==> config.mk <==
export PLATFORM = sky130hd
export DESIGN_NAME = spi_reg_bridge
export DESIGN_NICKNAME = d
export VERILOG_FILES = /design/src/rtl/spi_reg_bridge_pkg.sv /design/src/rtl/spi_sync2.sv /design/src/rtl/spi_reg_bridge.sv
export SDC_FILE = /design/constraint.sdc
export NUM_CORES = 1
export LEC_CHECK = 0
export CAP_MARGIN = 20
export CORE_UTILIZATION = 54
export CTS_CLUSTER_DIAMETER = 30
export DETAILED_ROUTE_END_ITERATION = 8
export PLACE_DENSITY = 0.87
export SETUP_SLACK_MARGIN = 0.5
export SYNTH_ARGS = -nofsm -noshare
export SYNTH_HDL_FRONTEND = slang
export SYNTH_SLANG_ARGS = --single-unit
==> constraint.sdc <==
create_clock -name ext_clk -period 5 [get_ports ext_clk]
set_clock_uncertainty 0.1 [all_clocks]
set_input_delay 1 -clock ext_clk [delete_from_list [all_inputs] [get_ports ext_clk]]
set_output_delay 1 -clock ext_clk [all_outputs]
set_load 0.03 [all_outputs]
==> src/rtl/spi_reg_bridge_pkg.sv <==
// spi_reg_bridge_pkg: shared state encoding, command field layout and
// the default filler reply byte for the SPI register bridge.
package spi_reg_bridge_pkg;

    typedef enum logic [2:0] {
        IDLE,
        CMD,
        WRITE,
        READ,
        DRAIN
    } state_t;

    localparam int         CMD_WRITE_BIT       = 7;
    localparam int         ADDR_W              = 7;
    localparam logic [7:0] STATUS_BYTE_DEFAULT = 8'hA5;

    // Command byte: bit 7 selects write, low bits carry the start address.
    function automatic logic cmd_is_write(input logic [7:0] b);
        return b[CMD_WRITE_BIT];
    endfunction

    function automatic logic [ADDR_W-1:0] cmd_addr(input logic [7:0] b);
        return b[ADDR_W-1:0];
    endfunction

endpackage

==> src/rtl/spi_sync2.sv <==
// spi_sync2: two-flop synchroniser for the raw slave-select line.
// Resets to 1 so the bridge starts out treating the bus as idle.
module spi_sync2 (
    input  logic clk,
    input  logic rst_n,
    input  logic din,
    output logic dout
);

    logic meta;

    // Two-stage resync of the asynchronous input.
    always_ff @(posedge clk or negedge rst_n) begin
        if (!rst_n) begin
            meta <= 1'b1;
            dout <= 1'b1;
        end else begin
            meta <= din;
            dout <= meta;
        end
    end

endmodule

==> src/rtl/spi_reg_bridge.sv <==
// spi_reg_bridge: byte command engine behind spi_slave. Decodes a command
// header, then performs writes or prefetched reads on a 128 x 8 register bus
// and feeds reply bytes back through send_data.
// Build option: SPI_REG_BRIDGE_BURST_EN enables auto-increment bursts; without
// it each frame carries exactly one data byte and then drains until ss rises.
module spi_reg_bridge
    import spi_reg_bridge_pkg::*;
#(
    parameter logic [7:0] STATUS_BYTE = STATUS_BYTE_DEFAULT
) (
    input  logic              ext_clk,
    input  logic              rst,
    input  logic              ss,
    input  logic [7:0]        recv_data,
    input  logic              recv_ready,
    input  logic              send_ready,
    output logic [7:0]        send_data,
    output logic [ADDR_W-1:0] reg_addr,
    output logic [7:0]        reg_wdata,
    output logic              reg_we,
    output logic              reg_re,
    input  logic [7:0]        reg_rdata,
    output logic              busy
);

    state_t            state, state_n;
    logic              ss_idle;
    logic [7:0]        pend, pend_n;
    logic [7:0]        tx_hold;
    logic [ADDR_W-1:0] addr, addr_n;      // next address a data byte will use
    logic [ADDR_W-1:0] reg_addr_n;
    logic [7:0]        reg_wdata_n;
    logic              reg_we_n, reg_re_n;
    logic              rd_pend, rd_pend_n; // reg_rdata is valid this cycle

    spi_sync2 u_ss_sync (
        .clk   (ext_clk),
        .rst_n (rst),
        .din   (ss),
        .dout  (ss_idle)
    );

    assign busy = ~ss_idle;

    // spi_slave may sample at any time; outside send_ready it must see a
    // stable byte, so it gets the last value it was offered.
    assign send_data = send_ready ? pend : tx_hold;

    // Next-state and next register-bus values.
    always_comb begin
        state_n     = state;
        pend_n      = pend;
        addr_n      = addr;
        reg_addr_n  = reg_addr;
        reg_wdata_n = reg_wdata;
        reg_we_n    = 1'b0;
        reg_re_n    = 1'b0;
        rd_pend_n   = 1'b0;
        if (ss_idle) begin
            // Frame boundary wins over any byte arriving in the same cycle.
            state_n = IDLE;
            pend_n  = STATUS_BYTE;
        end else begin
            rd_pend_n = reg_re;
            if (rd_pend)
                pend_n = reg_rdata;
            case (state)
                IDLE: state_n = CMD;
                CMD: begin
                    if (recv_ready) begin
                        if (cmd_is_write(recv_data)) begin
                            state_n = WRITE;
                            addr_n  = cmd_addr(recv_data);
                        end else begin
                            // Prefetch the first read byte right away so it is
                            // ready in time for the reply slot two bytes later.
                            state_n    = READ;
                            reg_re_n   = 1'b1;
                            reg_addr_n = cmd_addr(recv_data);
                            addr_n     = cmd_addr(recv_data) + 7'd1;
                        end
                    end
                end
                WRITE: begin
                    if (recv_ready) begin
                        reg_we_n    = 1'b1;
                        reg_addr_n  = addr;
                        reg_wdata_n = recv_data;
                        pend_n      = recv_data;
                        addr_n      = addr + 7'd1;
`ifndef SPI_REG_BRIDGE_BURST_EN
                        state_n     = DRAIN;
`endif
                    end
                end
                READ: begin
                    // Received bytes are dummies; each one advances the prefetch.
                    if (recv_ready) begin
`ifdef SPI_REG_BRIDGE_BURST_EN
                        reg_re_n   = 1'b1;
                        reg_addr_n = addr;
                        addr_n     = addr + 7'd1;
`else
                        state_n    = DRAIN;
`endif
                    end
                end
                DRAIN: state_n = DRAIN;
                default: state_n = IDLE;
            endcase
        end
    end

    // FSM state register.
    always_ff @(posedge ext_clk or negedge rst) begin
        if (!rst)
            state <= IDLE;
        else
            state <= state_n;
    end

    // Registered bus strobes, reply byte and address tracking.
    always_ff @(posedge ext_clk or negedge rst) begin
        if (!rst) begin
            pend      <= STATUS_BYTE;
            tx_hold   <= STATUS_BYTE;
            addr      <= '0;
            reg_addr  <= '0;
            reg_wdata <= '0;
            reg_we    <= 1'b0;
            reg_re    <= 1'b0;
            rd_pend   <= 1'b0;
        end else begin
            pend      <= pend_n;
            tx_hold   <= send_data;
            addr      <= addr_n;
            reg_addr  <= reg_addr_n;
            reg_wdata <= reg_wdata_n;
            reg_we    <= reg_we_n;
            reg_re    <= reg_re_n;
            rd_pend   <= rd_pend_n;
        end
    end

endmodule

Word-level counts from Yosys, hierarchy flattened:

Index checks and enable logic that the tools add are counted.

* add/sub/neg operators: 2
* eq/ne operators: 9
* multiplexer cells: 26
* bitwise operators: 1
* reduce and logical (&&, ||, !) cells: 7

Operators by type and width (count)
* 7-bit two-way mux: 6
* 8-bit two-way mux: 5
* 7-bit case mux with 2 select lines: 2
* 7-bit by 1-bit adder with 7-bit output, second input constant: 2
* 3-bit case mux with 4 select lines: 1
* 1-bit two-way mux: 9
* 3-bit two-way mux: 3
* 3-bit by 2-bit == test with 1-bit output, second input constant: 2
* 2-bit != test, second input constant: 3
* 5-bit AND reduction: 1
* 4-bit AND reduction: 1
* 3-bit by 1-bit == test with 1-bit output, second input constant: 1
* 3-bit == test, second input constant: 1
* 3-bit zero test: 1
* 3-bit by 1-bit != test with 1-bit output, second input constant: 1
* 3-bit by 2-bit != test with 1-bit output, second input constant: 1
* 3-bit AND reduction: 1
* 2-bit AND reduction: 1
* 2-bit nonzero test: 1
* 2-bit OR reduction: 1
* 1-bit inverter: 1

* register bits after elaboration: 46
* bits of input ports: 21
* output and inout bits: 26
* logic and storage cells: 56

Depth between registers and ports, before layout:

Gate-level depths: netlist of run 1.

* word-level depth: 4
* gate-level depth with buffers: 7
* gate-level depth less buffers: 5

Cells and area by module:

Synthesis of run 1 repeated with hierarchy kept, for this count alone.

* cells, all modules: 212
* area total of the unflattened synthesis: 2177.1 µm²

By module, submodules not included
* spi_reg_bridge: times used 1, cells each 210, area each 2124.5 µm², sequential area each 1111.1 µm²
* spi_sync2: times used 1, cells each 2, area each 52.6 µm², sequential area each 52.6 µm²

Worst setup path before layout of run 1:

No wires, ideal clock.

* path kind: input -> output
* start point: input send_ready
* end point: output send_data[0]
* arrival time: 1.724 ns
* setup slack: 2.176 ns
* stages: 2
* buffers on the path: 1
* cells stage by stage: clkbuf_1 > mux2_2

* longest elaborated chain between the ends: 1

Ends and longest elaborated chain
* start, declared: line spi_reg_bridge.sv:16 `input logic send_ready,`
* 8-bit two-way mux: line spi_reg_bridge.sv:47 `assign send_data = send_ready ? pend : tx_hold;`
* end, declared: line spi_reg_bridge.sv:17 `output logic [7:0] send_data,`

Every way passes these cells.

Worst setup path after layout of run 1:

* start point: input send_ready
* end point: output send_data[1]

Same word-level chain as after synthesis.

==> results.toml, run 1 <==
[drt]
drc = 0
firstDrtPassIters = 4
drtIter0Drc = 99
ant_nets = 0
wl_per_cell_um = 15.7
via_count = 1563
wirelength_um = 4350
vias_per_cell = 5.62

[pwr]
switching_power_uw = 326
power_leakage_nw = 1.17
p_per_area_nw_per_um2 = 356
p_int_uw = 660
vdd_drop_max_mv = 0.276
swShare = 0.331
pwr-share-clk = 0.235
power_frac_comb = 0.281
seq_power_share = 0.484
p_total_uw = 986

[hold_path]
min_from = "u_ss_sync.meta"
hold_class = "reg2reg"

[global_route]
grt_max_degree = 47
first_global_vias = 1547
gr-usage-all-layers = 0.236
grt_pass1_wl_um = 7480
grt_overflow = 0
grt_antenna_before_repair = 0

[floorplan]
die_w_um = 66.0
design.core.area_um2 = 3800
die_y_um = 66.0
initial_core_util = 0.583
pin_count = 47
die-area_um2 = 4360
row_count = 22

[timing]
setup_ws_ns = 1.20
rsz0062_at_grt = "false"
setup_viol = 0
final_hold_viol_count = 0
period_needed_ns = 3.80
worst_pin_slew_ns = 0.963
slew_violations = 0
setup_tns_ns = 0
fin_crit_sh = 0.760
fmax_mhz = 263
relSlewSlack = 0.358

[placed_design]
dp.cells = 270
gp_congestion = 0.817
hpwlAfterDp_um = 3150
port_buffers = 46
post-place-ws_ns = 1.19

[synth]
synth_flop_cell = "dfrtp_1"
synth_largest_area_cell = "dfrtp_1"
ys_ff_latch = 46
yosysMostFrequentCell = "dfrtp_1"
ys_types = 45
async_flop_share = 1.00
seq_area_frac_synth = 0.526
ys_warn_count = 0
synth_top_area_frac = 0.407
synthesis.area_um2 = 2210
avgSynthCellArea_um2 = 11.9
synthTopCellsByArea = "dfrtp_1 (41%), dfstp_2 (12%), mux2i_1 (7.2%), mux2_2 (6.1%), mux2_4 (2.7%)"
syn_nets = 209
synth_edf_count = 0
synthCells = 186
synth_common_cells = "dfrtp_1 (36), mux2i_1 (16), nand2_1 (16), mux2_2 (12)"

[clock_network]
cts_buffers = 5
cts_tree = "built"
clock-sinks = 46
path_clk_slew_ns = 0.08
hold_buffers = 0
clkLatencyLatePin_ns = 0.30
htreeDepth = 2
cts.path.max_buffers = 2
cts_resized = 0
ctsRootBufferMaster = "clkbuf_8"
postCtsSetupBuffers = 0

[worst_setup_path]
regToRegSetupSlack_ns = 2.84
critPathRequiredTime_ns = 3.90
r2r_start = "state[1]"
critPathLaunch = "send_ready"
cp_max_fo = 8
worstSetupStartpointType = "primary input"
endpoint_kind = "primary output"
critical_path_class = "in2out"
cp.arrival_ns = 2.70

[final_layout]
fin_cells = 278
drive_above_1_share = 0.187
syn2layout_area_growth_pct = 25.0
final_nets = 252
antenna_cells = 0

[run_status]
outcome = "finished clean"

[run]
drv_cap = 0
==> worst max-delay path, cell delays in order <==
cell	delay (ns)
clkdlybuf4s50_1	0.70
mux2_2	0.40
clkdlybuf4s50_1	0.59
==> layout make-up <==
cell class              count  area (um2)
flip-flops and latches     46        1160
fillers                   301        1030
multi-input cells         127         983
repair buffers             46         455
clock buffers               5        68.8
well taps                  48        60.1
clock inverters             3        25.0
inverters                   3        11.3
==> worst paths after layout <==
kind                             endpoint  depth (start not counted)
min in group asynchronous          reg_we                          1
max in group asynchronous         addr[3]                          1
min                        u_ss_sync.dout                          0
min reg2reg                u_ss_sync.dout                          0
max reg2reg                  reg_wdata[6]                          3
max                          send_data[1]                          3
==> sequential cells by signal, summed over array words and instances (netlist names) <==
signal / count
reg_we: 1
pend: 8
tx_hold: 8
reg_re: 1
reg_addr: 7
u_ss_sync.meta: 1
reg_wdata: 8
state: 3
rd_pend: 1
addr: 7
u_ss_sync.dout: 1
==> layer usage <==
| layer | global-route usage | part of all wire |
|---|---|---|
| met5 | 0 | 0 |
| met4 | 0.0957 | 0.016 |
| met3 | 0.0672 | 0.053 |
| met2 | 0.366 | 0.47 |
| met1 | 0.312 | 0.46 |
==> cell usage in the layout (no fill, tap or decap), types with 3 or more instances in the layout <==
cell type        instances
nand2_1                 16
mux2_4                   4
a2bb2oi_1                5
dfstp_2                 10
a21oi_1                 10
nand3_1                  3
o21ai_0                  6
o2bb2ai_1                4
nor3_1                   5
mux2_2                  12
nor2_1                   7
clkbuf_8                 5
xnor2_1                  4
mux2i_1                 16
o21ai_1                  5
clkdlybuf4s50_1         45
dfrtp_1                 36
==> per-stage QoR <==
stage | cell area (um2) | hold WS (ns) | utilization
global placement | 2670 | 0.247 | 0.704
floorplan | 2210 | 0.245 | -
global route | 2770 | 0.271 | 0.729
CTS | 2770 | 0.263 | 0.729
finish | 2770 | 0.261 | 0.729
detailed placement | 2670 | 0.250 | 0.704
==> cell families (layout without fill, tap and decap cells) <==
group,Yosys count,after routing,synth area share
buffers and inverters,13,57,0.0300
muxes,32,32,0.161
and+or+nand+nor,47,47,0.123
DFF,46,46,0.526
xor gates and xnor gates,5,5,0.0198
AOI/OAI and AO/OA,41,41,0.129
adders and majority gates,2,2,0.0113
==> power by group through the flow <==
| stage | Clock (mW) | Sequential [mW] | Combinational, mW |
|---|---|---|---|
| 2_1_floorplan | 0 | 0.537 | 0.106 |
| 3_3_place_gp | 0 | 0.482 | 0.274 |
| 3_5_place_dp | 0 | 0.483 | 0.278 |
| 4_1_cts | 0.238 | 0.477 | 0.279 |
| 5_1_grt | 0.260 | 0.488 | 0.297 |
| 6_report | 0.232 | 0.477 | 0.277 |
(Power assumes the default switching activity.)
==> run 2, diff against run 1 <==
- CORE_UTILIZATION: 54 -> 45
- PLACE_DENSITY: 0.87 -> 0.78
- clock period: 5 -> 3.1 ns (I/O delays scaled with it)
==> run 2 against run 1 <==
  * Critical path depth did not move
  * Count of clock-buffer cells in the layout did not move
  * Sequential share of layout area fell by 1.6 points
  * First-iteration DRC count fell by 46%
  * Global-route usage fell by 5.1 points
  * Via count rose by 0.32%
  * Clock power rose by 95%
  * Final cell count rose by 8.6%
  * Utilization fell by 12 points
  * Worst hold slack got worse by 0.098 ns
  * Register-to-register slack got worse by 1.6 ns
  * Largest cell class unchanged
  * Highest routed layer unchanged
==> results.toml, run 2 (synthesis gave the netlist of run 1 again) <==
[run_status]
outcome = "finished clean"

[timing]
setup_viol = 0
setup_ws_ns = 0.743
setup_tns_ns = 0
relSlewSlack = 0.677
fin_crit_sh = 0.760
slew_violations = 0
fmax_mhz = 424
rsz0062_at_grt = "false"
final_hold_viol_count = 0
period_needed_ns = 2.36
worst_pin_slew_ns = 0.485

[clock_network]
cts.path.max_buffers = 2
cts_tree = "built"
cts_buffers = 5
clock-sinks = 46
postCtsSetupBuffers = 0
clkLatencyLatePin_ns = 0.31
htreeDepth = 2
ctsRootBufferMaster = "clkbuf_8"
path_clk_slew_ns = 0.09

[floorplan]
die-area_um2 = 5200
row_count = 25
die_y_um = 72.1
die_w_um = 72.1
initial_core_util = 0.469
design.core.area_um2 = 4720
pin_count = 47

[worst_setup_path]
r2r_cells = 5
worstSetupStartpointType = "primary input"
endpoint_kind = "primary output"
cp_max_fo = 8
critPathRequiredTime_ns = 2.38
cp.arrival_ns = 1.64
critical_path_class = "in2out"

[drt]
vias_per_cell = 5.19
drtIter0Drc = 53
ant_nets = 0
via_count = 1568
firstDrtPassIters = 4
wl_per_cell_um = 14.7
wirelength_um = 4440
drc = 0

[pwr]
power_frac_comb = 0.270
pwr-share-clk = 0.270
switching_power_uw = 528
seq_power_share = 0.460
p_int_mw = 1.15
power_leakage_nw = 1.26
p_per_area_nw_per_um2 = 582
swShare = 0.315
vdd_drop_max_mv = 0.268

[final_layout]
drive_above_1_share = 0.209
fillers = 364
largestRegisters = "pend (8), reg_wdata (8), tx_hold (8)"
syn2layout_area_growth_pct = 30.1
layout_common_cells = "dfrtp_1 (36), clkdlybuf4s50_1 (36), mux2i_1 (16), nand2_1 (16), mux2_2 (12)"
multi_input_area_um2 = 983
fin_cells = 302
seq_area_um2 = 1160
final_nets = 257
antenna_cells = 0

[placed_design]
port_buffers = 46
hpwlAfterDp_um = 3040
post-place-ws_ns = 0.0880
dp.cells = 293
gp_congestion = 0.867

[hold_path]
hold_class = "in2async"

[global_route]
grt_pass1_wl_um = 7340
first_global_vias = 1522
grt_overflow = 0
gr-usage-all-layers = 0.186
grt_antenna_before_repair = 0
grt_max_degree = 47

[run]
drv_cap = 0
run 2: path summary, 6_finish.rpt:
kind | start | to | slack, ns
setup / recovery | send_ready | send_data[3] | 0.74
hold / removal | rst | reg_addr[1] | 0.16
min in group ext_clk | u_ss_sync.meta | u_ss_sync.dout | 0.26
hold reg to reg | u_ss_sync.meta | u_ss_sync.dout | 0.26
max in group asynchronous | rst | tx_hold[5] | 2.16
setup reg to reg | state[1] | addr[5] | 1.24
run 2: power by group through the flow:
stage               clock [mW]  sequential [mW]  combinational [mW]
floorplan                    0            0.866               0.171
global placement             0            0.780               0.445
detailed placement           0            0.780               0.453
CTS                      0.464            0.770               0.455
global route             0.495            0.785               0.487
finish                   0.452            0.771               0.453
run 2: final cells by class:
type | instances | area share
sequential | 46 | 0.404
multi-input combinational | 127 | 0.342
timing repair buffer | 51 | 0.182
tap | 67 | 0.0291
clock buffer | 5 | 0.0239
clock inverter | 3 | 0.0156
inverter | 3 | 0.00391
run 2: critical path, cell delays in order:
cell and delay, ns:
clkdlybuf4s15_2 0.29, mux2_2 0.37, dlygate4sd2_1 0.36
run 2: metrics by stage:
stage / power, mW / hold WS (ns) / utilization / area [um2]
final: 1.67 / 0.163 / 0.610 / 2880
after global routing: 1.77 / 0.179 / 0.610 / 2880
after CTS: 1.69 / 0.262 / 0.602 / 2840
after detailed placement: 1.23 / 0.249 / 0.577 / 2730
after global placement: 1.22 / 0.246 / 0.577 / 2730
after floorplan: 1.04 / 0.224 / - / 2210
run 2: timing repair:
action / CTS / global route
hold buffers: 0 / 0
setup endpoints to repair: 8 / 7
gates resized for setup: 4 / 7
run 2: per-layer routing:
metal  share of wire  global-route usage
met5               0                   0
met4           0.018              0.0784
met3           0.065              0.0569
met2            0.45               0.281
met1            0.47               0.248
